--- config.mk ---
export PLATFORM = sky130hd
export DESIGN_NAME = and_or_event_monitor
export DESIGN_NICKNAME = d
export VERILOG_FILES = /design/src/rtl/and_or_event_monitor.sv
export SDC_FILE = /design/constraint.sdc
export NUM_CORES = 1
export LEC_CHECK = 0
export BUFFER_PORTS_ARGS = -buffer_cell sky130_fd_sc_hd__buf_2
export CAP_MARGIN = 40
export CORE_UTILIZATION = 54
export DETAILED_ROUTE_END_ITERATION = 6
export GPL_TIMING_DRIVEN = 0
export PLACE_DENSITY_LB_ADDON = 0.1
export SYNTH_ARGS = -nofsm -noshare
export SYNTH_HDL_FRONTEND = slang
export SYNTH_SLANG_ARGS = --single-unit
--- constraint.sdc ---
create_clock -name clk -period 1.8 [get_ports clk]
set_input_delay 0.27 -clock clk [delete_from_list [all_inputs] [get_ports clk]]
set_output_delay 0.27 -clock clk [all_outputs]
set_load 0.1 [all_outputs]
--- src/rtl/and_or_event_monitor.sv ---
// Debounces the registered AND-OR output, emits rise/fall pulses, counts debounced
// rising events in a saturating counter and exposes the count through a req/ack snapshot.
module and_or_event_monitor #(
    parameter int DEBOUNCE = 3,
    parameter int CNT_W    = 8
) (
    input  logic             clk,
    input  logic             rst,
    input  logic             y_in,
    input  logic             clr,
    input  logic             rd_req,
    output logic             rd_ack,
    output logic [CNT_W-1:0] rd_data,
    output logic             level,
    output logic             rise,
    output logic             fall,
    output logic             sat
);

    localparam int               SW      = $clog2(DEBOUNCE + 1);
    localparam logic [SW-1:0]    DB_LAST = SW'(DEBOUNCE);
    localparam logic [SW-1:0]    STAB_1  = SW'(1);
    localparam logic [CNT_W-1:0] CNT_MAX = '1;

    typedef enum logic [1:0] {
        LOW,
        TO_HIGH,
        HIGH,
        TO_LOW
    } state_t;

    state_t            state;
    logic [SW-1:0]     stab;
    logic [SW-1:0]     stab_inc;
    logic              rise_set;
    logic              fall_set;
    logic [CNT_W-1:0]  count;

    // rise_set/fall_set mark the edge at which the debounced level flips
    always_comb begin
        rise_set = 1'b0;
        fall_set = 1'b0;
        stab_inc = stab + 1'b1;
        case (state)
            LOW:     rise_set = y_in && (DEBOUNCE == 1);
            TO_HIGH: rise_set = y_in && (stab_inc == DB_LAST);
            HIGH:    fall_set = !y_in && (DEBOUNCE == 1);
            TO_LOW:  fall_set = !y_in && (stab_inc == DB_LAST);
            default: ;
        endcase
    end

    always_ff @(posedge clk) begin
        if (rst) begin
            state <= LOW;
            stab  <= '0;
            level <= 1'b0;
            rise  <= 1'b0;
            fall  <= 1'b0;
        end else begin
            rise <= rise_set;
            fall <= fall_set;
            case (state)
                LOW: begin
                    if (rise_set) begin
                        state <= HIGH;
                        level <= 1'b1;
                        stab  <= '0;
                    end else if (y_in) begin
                        state <= TO_HIGH;
                        stab  <= STAB_1;
                    end
                end
                TO_HIGH: begin
                    if (!y_in) begin
                        state <= LOW;
                        stab  <= '0;
                    end else if (rise_set) begin
                        state <= HIGH;
                        level <= 1'b1;
                        stab  <= '0;
                    end else begin
                        stab <= stab_inc;
                    end
                end
                HIGH: begin
                    if (fall_set) begin
                        state <= LOW;
                        level <= 1'b0;
                        stab  <= '0;
                    end else if (!y_in) begin
                        state <= TO_LOW;
                        stab  <= STAB_1;
                    end
                end
                TO_LOW: begin
                    if (y_in) begin
                        state <= HIGH;
                        stab  <= '0;
                    end else if (fall_set) begin
                        state <= LOW;
                        level <= 1'b0;
                        stab  <= '0;
                    end else begin
                        stab <= stab_inc;
                    end
                end
                default: begin
                    state <= LOW;
                    stab  <= '0;
                end
            endcase
        end
    end

    // clr coinciding with a rise keeps that event in the fresh count
    always_ff @(posedge clk) begin
        if (rst) begin
            count <= '0;
            sat   <= 1'b0;
        end else if (clr) begin
            count <= rise_set ? CNT_W'(1) : '0;
            sat   <= 1'b0;
        end else if (rise_set && (count != CNT_MAX)) begin
            count <= count + 1'b1;
            if (count == CNT_MAX - 1'b1)
                sat <= 1'b1;
        end
    end

    always_ff @(posedge clk) begin
        if (rst) begin
            rd_ack  <= 1'b0;
            rd_data <= '0;
        end else if (rd_req && !rd_ack) begin
            rd_ack  <= 1'b1;
            rd_data <= count;
        end else if (!rd_req) begin
            rd_ack <= 1'b0;
        end
    end

endmodule
; After elaboration in Yosys (flattened, before gate mapping)
; Index checks and enable logic that the tools add are counted.
[totals]
reg_bits = 25
in_bits = 5
out_inout_bits = 13
wordCells = 66
[classes]
n_addsub = 2
eq_ne = 13
n_mux = 29
n_reduce_logical = 13
[op_table]
columns = operator, n
row1 = $mux 2, 15
row2 = $mux 8, 2
row3 = $pmux 2 s4, 2
row4 = $ne 3x3->1 const B, 4
row5 = $mux 1, 9
row6 = $add 8x1->8 const B, 1
row7 = $eq 8x8->1 const B, 1
row8 = $ne 8x8->1 const B, 1
row9 = $eq 2x2->1 const B, 3
row10 = $reduce_and 2->1, 3
row11 = $logic_and 1x1->1, 4
row12 = $ne 2x2->1 const B, 2
row13 = $pmux 1 s4, 1
row14 = $reduce_and 4->1, 1
row15 = $add 2x1->2 const B, 1
row16 = $eq 2x1->1 const B, 1
row17 = $logic_not 1->1, 2
row18 = $logic_not 2->1, 1
row19 = $ne 2x1->1 const B, 1
row20 = $reduce_bool 2->1, 1
row21 = $reduce_or 2->1, 1

; Logic depth before layout (Yosys ltp)
[logic_depth]
depth_word = 7
depth_mapped = 6
mapped_depth_nobuf = 5

; Worst setup path before layout
; OpenSTA, ideal clock, no wires.
[synth_timing]
path_type = reg-to-reg
from = register rd_ack
to = register rd_data[0]
setup_time_ns = 0.128
arrival_time_ns = 1.426
required_time_ns = 1.672
path_slack_ns = 0.246
stages_incl_launch_ff = 5
n_path_buf = 1
period_less_slack_ns = 1.554
cell_sequence = dfxtp_1 > nor2b_1 > buf_2 > mux2i_1 > nor2_1
[synth_between]
elab_chain_cells = 2
[synth_rtl]
columns = item, line_no
row1 = start: declaration, 12  ; output logic rd_ack,
row2 = start signal: assignment, 133  ; rd_ack <= 1'b0;
row3 = start signal: assignment, 136  ; rd_ack <= 1'b1;
row4 = start signal: assignment, 139  ; rd_ack <= 1'b0;
row5 = $logic_not 1->1, 135  ; end else if (rd_req && !rd_ack) begin
row6 = $logic_and 1x1->1, 135
row7 = end signal: assignment, 137  ; rd_data <= count;
row8 = end: declaration, 13  ; output logic [CNT_W-1:0] rd_data,
; No other way between the ends.
; A chain may end at the register's enable or synchronous reset.

; Worst setup path in the final report
[layout_timing]
from = register count[0]
to = register count[3]
[layout_between]
elab_chain_cells = 3
elab_cells_between_ends = 6
classes_between = add/sub: 1 / eq/ne: 1 / mux: 2 / reduce/logical: 2
[layout_rtl]
columns = item, line_no
row1 = start: declaration, 37  ; logic [CNT_W-1:0] count;
row2 = start signal: assignment, 122  ; count <= rise_set ? CNT_W'(1) : '0;
row3 = start signal: assignment, 125  ; count <= count + 1'b1;
row4 = $add 8x1->8 / $ne 8x8->1 (equally long branches), "125, 124"
row5 = $mux 8 / $logic_and 1x1->1 (equally long branches), 124  ; end else if (rise_set && (count != CNT_MAX)) begin
row6 = $mux 8 / $reduce_bool 2->1 (equally long branches), n/a
; Several ways; a longest one is shown, not always the timed one. The select of a mux whose other input is x is not followed.

==> impl_metrics.py <==
metrics = {
    "run_status": {
        "outcome": "completed",
    },
    "synth": {
        "synth.avg_cell_area_um2": 9.637,
        "synth_xor_area_share_pct": 0.7511,
        "synth_compound_area_share_pct": 13.84,
        "synth_fa_ha_area_share_pct": 3.219,
        "yosysSeqAreaShare_pct": 42.92,
        "ys_types": 39,
        "synthSimpleGateAreaFrac_pct": 21.67,
        "syn-num-nets": 129,
        "netlist_instances": 121,
        "ys_ff_latch": 25,
        "yosys_warnings": 0,
        "syn_area_um2": 1166,
        "synth_top_family_by_area": "simple AND/OR/NAND/NOR gates",
        "muxShareOfSynthArea_pct": 9.442,
    },
    "sta": {
        "period_needed_ps": 1532,
        "setup_viol": 0,
        "finalHoldViolations": 0,
        "worst_slew_pin_slew_ps": 492.4,
        "worst_hold_slack_ps": 174.5,
        "slew_headroom_pct": 67.40,
        "rsz0062_at_grt": "false",
        "max_freq_mhz": 652.9,
        "post-route-period-util_pct": 85.09,
        "skew_ps": 4.779,
        "finalSetupTns_ps": 0,
        "final_max_slew_viol_count": 0,
    },
    "clocking": {
        "clock_sinks": 25,
        "clock_latency_ps": 310,
        "cts_made_buffers": 3,
        "postCtsHoldBufs": 0,
        "ctsResizeCount": 0,
        "clk_pin_slew_ps": 140,
        "post_cts_buffers": 0,
        "tritoncts": "built",
        "clk_path_buf_depth": 2,
        "cts_max_level": 1,
        "root_buffer": "clkbuf_4",
    },
    "worst_setup_path": {
        "crit_arrival_ps": 1780,
        "end_kind": "flip-flop",
        "crit_type": "reg -> reg",
        "path_max_fanout": 8,
        "critPathLaunchType": "flip-flop",
        "cp_data_required_time_ps": 2050,
    },
    "final_layout": {
        "antenna-diode-count": 0,
        "final-seq-area_um2": 500.5,
        "multi_input_area_um2": 570.5,
        "finalNetCount": 151,
        "final_cell_mix": "25 x dfxtp_1, 18 x buf_2, 12 x nor2_1, 11 x mux2i_1, 7 x inv_1",
        "fillers": 172,
        "final_common_cell": "dfxtp_1",
        "drive_gt1_share_pct": 23.24,
        "syn2layout_area_growth_pct": 12.55,
        "stdcell_area_um2": 1313,
    },
    "global_route": {
        "globalRouteOverflowTotal": 0,
        "grt_pass1_vias": 851,
        "grt_max_degree": 15,
        "antenna_found_initial": 0,
        "grt_first_pass_wirelength_um": 3698,
        "grt_use_total_pct": 20.27,
    },
    "pwr": {
        "pwr-share-comb_pct": 9.2,
        "vdd.ir_drop.worst_v": 0.0003751,
        "internal_power_uw": 668.8,
        "p_leak_uw": 0.0005768,
        "p_sw_uw": 225.5,
        "switching_share_pct": 25.21,
        "power_density_nw_per_um2": 681.4,
        "p_seq_share_pct": 63.4,
        "p_clk_share_pct": 27.4,
    },
    "placement": {
        "dpl-instance-area_um2": 1285,
        "gp_congestion": 0.8419,
        "io_buffers": 17,
        "hpwl_um": 1589,
    },
    "detailed_routing": {
        "vias": 943,
        "wire_per_inst_um": 12.94,
        "totalWireLength_um": 2187,
        "avgViaCountPerCell": 5.580,
        "drtIter0Drc": 11,
        "dr.pass1.iters": 4,
        "final_antenna_net_count": 0,
        "drc": 0,
    },
    "worst_hold_path": {
        "holdCritPathClass": "in -> reg",
    },
    "floorplanning": {
        "die_h_um": 48.47,
        "pin_count": 18,
        "fp-row-count": 16,
        "start_util_pct": 58.25,
        "die_x_um": 48.47,
        "core-area_um2": 2002,
        "die_area_um2": 2349,
    },
    "job": {
        "drv_cap": 0,
    },
}
==> final timing paths <==
| check | start | end | slack, ps | cells after the start |
|---|---|---|---|---|
| worst max-delay path | count[0] | count[3] | 270 | 4 |
| worst min-delay path | rd_req | rd_ack | 170 | 2 |
| worst max register to register | count[0] | count[3] | 270 | 4 |
| worst min register to register | level | level | 500 | 2 |
==> layout make-up <==
| class | instances | share of cell area [%] |
|---|---|---|
| multi-input cells | 81 | 43.47 |
| flip-flops and latches | 25 | 38.13 |
| repair buffers | 17 | 6.482 |
| plain buffers | 8 | 5.243 |
| well taps | 27 | 2.574 |
| inverters | 7 | 2.002 |
| clock buffers | 3 | 1.716 |
| clock inverters | 1 | 0.3813 |
==> cell usage after synthesis <==
master | count | area, um^2
buf_4 | 1 | 7.510
ha_1 | 3 | 37.54
buf_2 | 1 | 5.000
clkbuf_1 | 1 | 3.750
nor2b_1 | 2 | 12.51
nand4b_2 | 1 | 15.01
nand2_1 | 5 | 18.77
nor3_1 | 3 | 15.01
nand4_1 | 3 | 18.77
mux2i_1 | 11 | 110.1
a211o_1 | 1 | 8.760
o21ai_0 | 4 | 20.02
a21o_1 | 1 | 7.510
o31ai_1 | 2 | 15.01
o211ai_1 | 1 | 7.510
and4b_1 | 2 | 20.02
or3_1 | 1 | 6.260
and4_4 | 1 | 11.26
nor2_1 | 12 | 45.04
buf_6 | 2 | 22.52
buf_12 | 1 | 20.02
a31oi_1 | 1 | 6.260
xor2_1 | 1 | 8.760
or3b_2 | 1 | 8.760
nand3_1 | 6 | 30.03
dfxtp_1 | 25 | 500.5
and3_1 | 3 | 18.77
o211a_1 | 2 | 20.02
a2111oi_2 | 1 | 15.01
nand2b_1 | 1 | 6.260
a211oi_1 | 2 | 15.01
nand4b_1 | 2 | 17.52
a21oi_1 | 4 | 20.02
a21oi_2 | 1 | 8.760
a41oi_1 | 1 | 8.760
inv_1 | 7 | 26.28
nor4b_1 | 1 | 8.760
clkbuf_2 | 2 | 10.01
o2111ai_1 | 1 | 8.760
==> routing by layer <==
layer / GRT usage, % / wire length (um)
met1: 27.80 / 1109
met2: 32.16 / 983
met3: 4.088 / 81
met4: 6.373 / 12
met5: 0 / 0
==> worst max-delay path: stages (launching register included) <==
cell	delay, ps
dfxtp_1	390
ha_1	320
and3_1	260
a211oi_1	300
mux2i_1	210
==> power groups by stage <==
stage	registers [uW]	clock network (uW)	logic [uW]
after global routing	568	276	88.6
after global placement	578	0	81.0
after floorplan	603	0	37.2
after detailed placement	579	0	82.5
after CTS	567	257	82.7
final	567	245	82.3
==> metrics by stage <==
stage,setup WS [ps],power (uW),cells,util (%)
global route,133.8,932.6,169,65.56
global placement,288.4,659.0,165,64.19
finish,268.4,894.3,169,65.56
detailed placement,284.7,661.4,165,64.19
CTS,255.3,906.4,169,65.56
floorplan,246.3,640.7,121,-
==> state kept, by name, indices dropped and copies added (netlist names), named ones only <==
signal,flops
fall,1
rd_ack,1
level,1
state,1
stab,2
rd_data,8
count,8
sat,1
rise,1
==> cell families after synthesis <==
group | count (synthesis)
compound gates | 22
xor+xnor | 1
fa+ha+maj | 3
buf+inv | 15
flops | 25
mux | 11
simple gates | 44
(Power assumes the default switching activity.)
